File: src/rtl/cordic_conv_pkg.sv
// Shared mode encodings and helpers for the CORDIC sign-format converter.
package cordic_conv_pkg;

  typedef logic [2:0] conv_mode_t;

  localparam conv_mode_t MODE_PASS  = 3'd0;
  localparam conv_mode_t MODE_CNEG  = 3'd1;
  localparam conv_mode_t MODE_ABS   = 3'd2;
  localparam conv_mode_t MODE_SM2TC = 3'd3;
  localparam conv_mode_t MODE_TC2SM = 3'd4;

  // x must be zero-extended from a w-bit value; true for the pattern 1 followed by zeros.
  function automatic logic is_min(input logic [31:0] x, input int w);
    return x == (32'd1 << (w - 1));
  endfunction

endpackage

File: src/rtl/cordic_cond_inc.sv
// Parametrised incrementer with carry-in and carry-out; completes the ~x + 1 negation.
module cordic_cond_inc #(
  parameter int WIDTH = 16
) (
  input  logic [WIDTH-1:0] a_i,
  input  logic             cin_i,
  output logic [WIDTH-1:0] sum_o,
  output logic             cout_o
);

  assign {cout_o, sum_o} = {1'b0, a_i} + {{WIDTH{1'b0}}, cin_i};

endmodule

File: src/rtl/cordic_sign_conv_pipe.sv
// Two-stage sign-format converter (negate / abs / SM<->TC) with valid/ready on both sides.
// Optional saturation of overflowing results when CORDIC_CONV_SAT_EN is defined.
module cordic_sign_conv_pipe
  import cordic_conv_pkg::*;
#(
  parameter int WIDTH = 16
) (
  input  logic             clk,
  input  logic             rst_n,
  input  logic             in_valid,
  output logic             in_ready,
  input  logic [WIDTH-1:0] in_data,
  input  logic [2:0]       in_mode,
  input  logic             in_flag,
  output logic             out_valid,
  input  logic             out_ready,
  output logic [WIDTH-1:0] out_data,
  output logic             out_sign,
  output logic             out_ovf
);

  logic             s1_valid_q, s1_valid_d;
  logic [WIDTH-1:0] s1_opnd_q, s1_opnd_d;
  logic             s1_cin_q, s1_cin_d;
  logic             s1_sign_q, s1_sign_d;
  logic             s1_tc2sm_q, s1_tc2sm_d;

  logic             s2_valid_q, s2_valid_d;
  logic [WIDTH-1:0] s2_data_q, s2_data_d;
  logic             s2_sign_q, s2_sign_d;
  logic             s2_ovf_q, s2_ovf_d;

  logic             s2_adv, accept;
  logic             st1_neg, st1_sign, st1_tc2sm;
  logic [WIDTH-1:0] st1_opnd;
  logic [WIDTH-1:0] inc_sum;
  logic             inc_cout;
  logic             st2_ovf;
  logic [WIDTH-1:0] st2_res;

  assign s2_adv   = !s2_valid_q || out_ready;
  assign in_ready = rst_n && (!s1_valid_q || s2_adv);
  assign accept   = in_valid && in_ready;

  // Stage 1: decide whether to negate and register the inverted operand plus carry-in.
  always_comb begin
    st1_neg   = 1'b0;
    st1_opnd  = in_data;
    st1_sign  = in_data[WIDTH-1];
    st1_tc2sm = 1'b0;
    case (in_mode)
      MODE_CNEG:  st1_neg = in_flag;
      MODE_ABS:   st1_neg = in_data[WIDTH-1];
      MODE_SM2TC: begin
        st1_opnd = {1'b0, in_data[WIDTH-2:0]};
        // negative zero maps straight to 0
        st1_neg  = in_data[WIDTH-1] && !is_min(32'(in_data), WIDTH);
      end
      MODE_TC2SM: begin
        st1_neg   = in_data[WIDTH-1];
        st1_tc2sm = 1'b1;
      end
      default:    st1_sign = 1'b0;
    endcase
  end

  cordic_cond_inc #(.WIDTH(WIDTH)) u_inc (
    .a_i    (s1_opnd_q),
    .cin_i  (s1_cin_q),
    .sum_o  (inc_sum),
    .cout_o (inc_cout)
  );

  // Only MIN negates to itself; a carry-out means the operand was 0, never an overflow.
  assign st2_ovf = s1_cin_q && !inc_cout && is_min(32'(inc_sum), WIDTH);

  always_comb begin
    st2_res = s1_tc2sm_q ? {s1_sign_q, inc_sum[WIDTH-2:0]} : inc_sum;
`ifdef CORDIC_CONV_SAT_EN
    if (st2_ovf) begin
      st2_res = {s1_tc2sm_q, {(WIDTH-1){1'b1}}};
    end
`endif
  end

  always_comb begin
    s1_valid_d = s1_valid_q;
    s1_opnd_d  = s1_opnd_q;
    s1_cin_d   = s1_cin_q;
    s1_sign_d  = s1_sign_q;
    s1_tc2sm_d = s1_tc2sm_q;
    s2_valid_d = s2_valid_q;
    s2_data_d  = s2_data_q;
    s2_sign_d  = s2_sign_q;
    s2_ovf_d   = s2_ovf_q;

    if (s2_adv) begin
      s1_valid_d = 1'b0;
      s2_valid_d = s1_valid_q;
      if (s1_valid_q) begin
        s2_data_d = st2_res;
        s2_sign_d = s1_sign_q;
        s2_ovf_d  = st2_ovf;
      end
    end

    if (accept) begin
      s1_valid_d = 1'b1;
      s1_opnd_d  = st1_neg ? ~st1_opnd : st1_opnd;
      s1_cin_d   = st1_neg;
      s1_sign_d  = st1_sign;
      s1_tc2sm_d = st1_tc2sm;
    end
  end

  always_ff @(posedge clk) begin
    if (!rst_n) begin
      s1_valid_q <= 1'b0;
      s1_opnd_q  <= '0;
      s1_cin_q   <= 1'b0;
      s1_sign_q  <= 1'b0;
      s1_tc2sm_q <= 1'b0;
      s2_valid_q <= 1'b0;
      s2_data_q  <= '0;
      s2_sign_q  <= 1'b0;
      s2_ovf_q   <= 1'b0;
    end else begin
      s1_valid_q <= s1_valid_d;
      s1_opnd_q  <= s1_opnd_d;
      s1_cin_q   <= s1_cin_d;
      s1_sign_q  <= s1_sign_d;
      s1_tc2sm_q <= s1_tc2sm_d;
      s2_valid_q <= s2_valid_d;
      s2_data_q  <= s2_data_d;
      s2_sign_q  <= s2_sign_d;
      s2_ovf_q   <= s2_ovf_d;
    end
  end

  assign out_valid = s2_valid_q;
  assign out_data  = s2_data_q;
  assign out_sign  = s2_sign_q;
  assign out_ovf   = s2_ovf_q;

endmodule

File: config.mk
export PLATFORM = sky130hd
export DESIGN_NAME = cordic_sign_conv_pipe
export DESIGN_NICKNAME = d
export VERILOG_FILES = /design/src/rtl/cordic_conv_pkg.sv /design/src/rtl/cordic_cond_inc.sv /design/src/rtl/cordic_sign_conv_pipe.sv
export SDC_FILE = /design/constraint.sdc
export NUM_CORES = 1
export LEC_CHECK = 0
export ABC_AREA = 0
export CAP_MARGIN = 20
export CORE_ASPECT_RATIO = 0.5
export CORE_UTILIZATION = 35
export CTS_CLUSTER_SIZE = 14
export DETAILED_ROUTE_END_ITERATION = 10
export GPL_ROUTABILITY_DRIVEN = 1
export PLACE_DENSITY = 0.69
export SYNTH_ARGS = -nofsm -noshare
export SYNTH_HDL_FRONTEND = slang
export SYNTH_HIERARCHICAL = 1
export SYNTH_SLANG_ARGS = --single-unit
export TNS_END_PERCENT = 1
File: constraint.sdc
create_clock -name clk -period 2.8 [get_ports clk]
set_input_delay 0.28 -clock clk [delete_from_list [all_inputs] [get_ports clk]]
set_output_delay 0.28 -clock clk [all_outputs]
set_load 0.005 [all_outputs]
## Yosys cells after proc, flatten, opt, wreduce, memory -nomap -nowiden

Index checks and enable logic that the tools add are counted.

- Bits of input ports: 24
- Output and inout port bits: 20
- Bits in registers: 39

- Bitwise gates (word level): 1
- Add/subtract/negate cells: 1
- Muxes and demuxes: 8
- Reductions and logical operators: 15
- Equal/unequal tests: 6

Operator list:

| cell | number |
|---|---|
| $mux 16 | 3 |
| $eq 16x16->1 const B | 2 |
| $add 16x1->17 | 1 |
| $not 16->16 | 1 |
| $eq 3x2->1 const B | 2 |
| $logic_and 1x1->1 | 5 |
| $logic_not 1->1 | 4 |
| $mux 1 | 4 |
| $reduce_or 4->1 | 1 |
| $eq 3x1->1 const B | 1 |
| $eq 3x3->1 const B | 1 |
| $pmux 1 s3 | 1 |
| $logic_or 1x1->1 | 2 |
| $reduce_and 2->1 | 1 |
| $reduce_bool 2->1 | 1 |
| $reduce_or 2->1 | 1 |

## Longest topological paths before layout

- Depth in word-level cells: 6
- Gate-level depth with buffers: 10
- Gate-level depth less buffers: 10

## Hierarchy

Netlist, hierarchy kept.

Modules (own cells, without submodules):

| module | cells an instance | times used | seq. area each (um^2) | area each (um^2) |
|---|---|---|---|---|
| cordic_sign_conv_pipe | 193 | 1 | 780.7 | 1697.9 |
| cordic_cond_inc | 44 | 1 | 0.0 | 331.6 |

## Least setup slack after synthesis

No wires, ideal clock.

- Path kind: reg-to-reg
- From: register s1_opnd_q[0]
- To: register s2_ovf_q (netlist: out_ovf)
- Required time: 2740 ps
- Clock period less this slack: 2001 ps
- Data arrival time: 1941 ps
- Buffers on the path: 0
- Cell stages (with the launch flop): 11
- Library setup time: 60 ps
- Setup slack: 799 ps
- Cells stage by stage: dfxtp_1 -> ha_1 -> ha_1 -> nand2_1 -> nor2_1 -> xor2_1 -> or4_1 -> nor3_1 -> nand4_1 -> o21ai_0 -> and2_1

- Elaborated cells on any way between the ends: 5

RTL lines:

| element | RTL line | source |
|---|---|---|
| start, declared | cordic_sign_conv_pipe.sv:23 | `logic [WIDTH-1:0] s1_opnd_q, s1_opnd_d;` |
| start signal, assigned | cordic_sign_conv_pipe.sv:129 | `s1_opnd_q <= s1_opnd_d;` |
| $add 16x1->17 | cordic_cond_inc.sv:11 | `assign {cout_o, sum_o} = {1'b0, a_i} + {{WIDTH{1'b0}}, cin_i};` |
| via inc_sum[6] | cordic_sign_conv_pipe.sv:36 | `logic [WIDTH-1:0] inc_sum;` |
| $eq 16x16->1 | cordic_conv_pkg.sv:14 | `return x == (32'd1 << (w - 1));` |
| $logic_and 1x1->1 | cordic_sign_conv_pipe.sv:75 | `assign st2_ovf = s1_cin_q && !inc_cout && is_min(32'(inc_sum), WIDTH);` |
| end signal, assigned | cordic_sign_conv_pipe.sv:136 | `s2_ovf_q <= s2_ovf_d;` |
| end, declared | cordic_sign_conv_pipe.sv:31 | `logic s2_ovf_q, s2_ovf_d;` |

The timed path passes the listed nets, and every way through them passes these cells.
A chain may end at the register's enable or synchronous reset.

## Worst setup path in the final report

- From: register s1_cin_q
- To: register s2_ovf_q (netlist: out_ovf)

- Elaborated cells on any way between the ends: 5

RTL lines:

| element | RTL line | source |
|---|---|---|
| start, declared | cordic_sign_conv_pipe.sv:24 | `logic s1_cin_q, s1_cin_d;` |
| start signal, assigned | cordic_sign_conv_pipe.sv:130 | `s1_cin_q <= s1_cin_d;` |
| $add 16x1->17 | cordic_cond_inc.sv:11 |  |
| via inc_sum[14] | cordic_sign_conv_pipe.sv:36 |  |
| $eq 16x16->1 | cordic_conv_pkg.sv:14 |  |
| $logic_and 1x1->1 | cordic_sign_conv_pipe.sv:75 |  |

The timed path passes the listed nets, and every way through them passes these cells.

==> out/metrics.yaml <==
run_status:
  status: "complete, no violations"
power_and_ir_drop:
  ir_worst_vdd_v: 0.000231
  powerDensity_nw_per_um2: 531
  power_leakage_nw: 0.997
setup_path:
  ff2ff_setup_slack_ps: 580
  crit_end: "out_ovf"
  ff2ff_path_depth: 9
  crit_path_end_kind: "register"
  startpoint: "s1_cin_q"
  criticalPathCategory: "register to register"
  arrival_ps: 2440
  crit_path_max_incr_delay_ps: 360
  cp_max_fo: 4
  worst_path_most_repeated_cell: "ha_1"
  path_depth: 9
  cp_top_family: "simple AND/OR/NAND/NOR gates"
  r2r_start: "s1_cin_q"
  crit_buf_inv: 0
  reg2reg_to: "out_ovf"
  worstPathRequired_ps: 3020
  cpMaxStageDelayCell: "dfxtp_1"
  startpoint_type: "register"
  path_cells: "ha_1, ha_1, nand4_2, nor4_2, xor2_1, nor4b_1, nand4_1, o21ai_0, and2_1"
yosys:
  yosys_warnings: 6
  syn-num-nets: 263
  syn_area_um2: 2030
  synth-seq-cells: 39
  seq_area_frac_synth_pct: 38.5
  ys_types: 40
  synth-edff-count: 0
  syn_area_per_cell_um2: 8.56
  synth_top_flop_cell: "dfxtp_1"
  async_flop_share_pct: 0
  syn_inst: 237
hold_path:
  hold_path.class: "register to register"
clocking:
  htreeDepth: 2
  cts_made_buffers: 5
  cts_resized: 0
  cts_sinks: 39
  cts_tree: "built"
  hold_buffers: 0
  clock_path_buffers: 2
  clk_latency_ps: 280
  cts_setup_buffers: 0
  path_clk_slew_ps: 60
  cts_root_buf: "clkbuf_16"
place:
  portBuffers: 43
  placed_cells: 345
  dpl_cell_area_um2: 2520
  place_congestion: 0.846
  hpwlAfterDp_mm: 3.46
global_route:
  overflow: 0
  grt_pass1_wl_mm: 7.62
  grt_use_total_pct: 15.9
  grt_pass1_vias: 1609
  antenna_found_initial: 0
  grt_start_max_net_pins: 35
floorplan:
  dieArea_um2: 6130
  io_pins: 44
  die_width_um: 110
  die_h_um: 55.8
  rows: 19
  coreArea_um2: 5540
  start_util_pct: 36.6
sta:
  rsz0062_at_grt: "false"
  finalMaxSlewViolations: 0
  finalCritPeriodShare_pct: 79.2
  finalSetupViolations: 0
  relSlewSlack_pct: 56.9
  finalHoldViolations: 0
  worst_pin_slew_ps: 647
  fin_tns_setup_ps: 0
  fmaxAchievable_mhz: 451
  final.setup_skew_ps: 5.16
  hold_slack_ps: 463
  layout_min_cycle_time_ps: 2220
routing:
  drt-pass1-iter-count: 4
  num_vias: 1767
  ant_nets: 0
  drtIter0Drc: 78
  routedWlPerCell_um: 13.0
  wl_mm: 4.59
  viasPerCell: 4.99
  drc: 0
final_layout:
  fin_area_um2: 2680
  fillers: 526
  nNetsFinal: 306
  layout.core_utilization_pct: 48.4
  layout-drive-gt1-share_pct: 8.90
  area_growth_syn_to_layout_pct: 32.2
  antenna_cells: 0
  finalNonFillerCells: 354
run:
  maxCapViolCount: 0
-- routing by layer --
layer,wire [µm],vias up,global-route usage [%]
met2,2010,42,24.3
met5,0,-,0
met1,2330,811,22.6
li1,-,911,-
met4,14,0,3.43
met3,239,3,3.63
-- power breakdown --
part           internal (mW)  leakage [nW]  switching [mW]  total, mW
registers              0.592         0.319          0.0419      0.634
logic                  0.109         0.600          0.0994      0.208
clock network          0.379        0.0772           0.203      0.582
total                   1.08         0.997           0.344       1.42
-- layout by cell type (no fill, tap or decap), drive strengths merged, types with 2 or more instances in the layout --
cell type      synthesis  layout
nand2                 44      44
clkdlybuf4s50          0      43
dfxtp                 39      39
xor2                  25      25
nand3                 24      24
a21boi                17      17
o21ai                 17      17
clkbuf                10       8
nor4                   7       7
nor2                   6       6
nand4                  6       6
xnor2                  5       5
buf                    2       5
nor3                   5       5
nor2b                  3       3
nor4b                  3       3
and2                   3       3
a21oi                  3       3
and3                   3       3
inv                    2       2
ha                     2       2
-- final cells by class --
| type | count | area (µm²) | share of cell area [%] |
|---|---|---|---|
| Clock buffer | 8 | 156 | 5.83 |
| Inverter | 2 | 7.51 | 0.280 |
| Multi-Input combinational cell | 184 | 1180 | 43.9 |
| Sequential cell | 39 | 781 | 29.1 |
| Tap cell | 73 | 91.3 | 3.40 |
| Timing Repair Buffer | 48 | 468 | 17.4 |
-- cell usage after synthesis (2+ instances only) --
master    number  area, µm²
dfxtp_1       39        781
nand4_1        3       18.8
ha_1           2       25.0
inv_1          2       7.51
nand2_1       43        161
nand4_2        3       37.5
xnor2_1        5       43.8
nor4_2         3       37.5
nor2_1         6       22.5
a21boi_0      17        128
clkbuf_1      10       37.5
nor4b_1        3       26.3
o21ai_0       17       85.1
nor2b_1        3       18.8
a21oi_1        2       10.0
nand3_1       23        115
and3_1         2       12.5
nor3_1         4       20.0
and2_1         2       12.5
xor2_1        25        219
nor4_1         4       25.0
-- how the worst min path moves through the flow --
stage                      startpoint     endpoint  slack, ps  cells past startpoint
final                     out_data[7]  out_data[7]        460                      2
after global routing      out_data[7]  out_data[7]        490                      2
after CTS                 out_data[7]  out_data[7]        470                      2
after detailed placement  out_data[7]  out_data[7]        460                      2
after global placement    out_data[5]  out_data[5]        450                      2
after floorplan           in_data[15]    s1_sign_q        410                      2
-- sequential cells by signal, summed over array words and instances (netlist names) --
signal / cells
out_data: 16
s1_cin_q: 1
out_sign: 1
out_ovf: 1
out_valid: 1
s1_tc2sm_q: 1
s1_sign_q: 1
s1_valid_q: 1
s1_opnd_q: 16
-- cell families (layout without fill, tap and decap cells) --
family | count (synthesis) | count (layout) | share of synthesized area, %
buffers and inverters | 14 | 58 | 3.45
XOR/XNOR | 30 | 30 | 12.9
adder cells (fa/ha/maj) | 2 | 2 | 1.23
AND/OR/NAND/NOR | 109 | 109 | 29.5
multiplexers | 1 | 1 | 0.493
AO/OA/AOI/OAI | 42 | 42 | 13.9
flip-flops | 39 | 39 | 38.5
-- stage by stage --
stage,power (mW),setup slack [ps]
finish,1.42,582
floorplan,0.759,799
CTS,1.44,585
global placement,0.847,558
global route,1.49,353
detailed placement,0.852,546
-- tightest hold or removal path, cell delays in order, from the launching register on --
cell      delay [ps]
dfxtp_1          310
nand2_1           50
a21boi_0          60
Note: power is estimated with default switching activity, not from simulation.
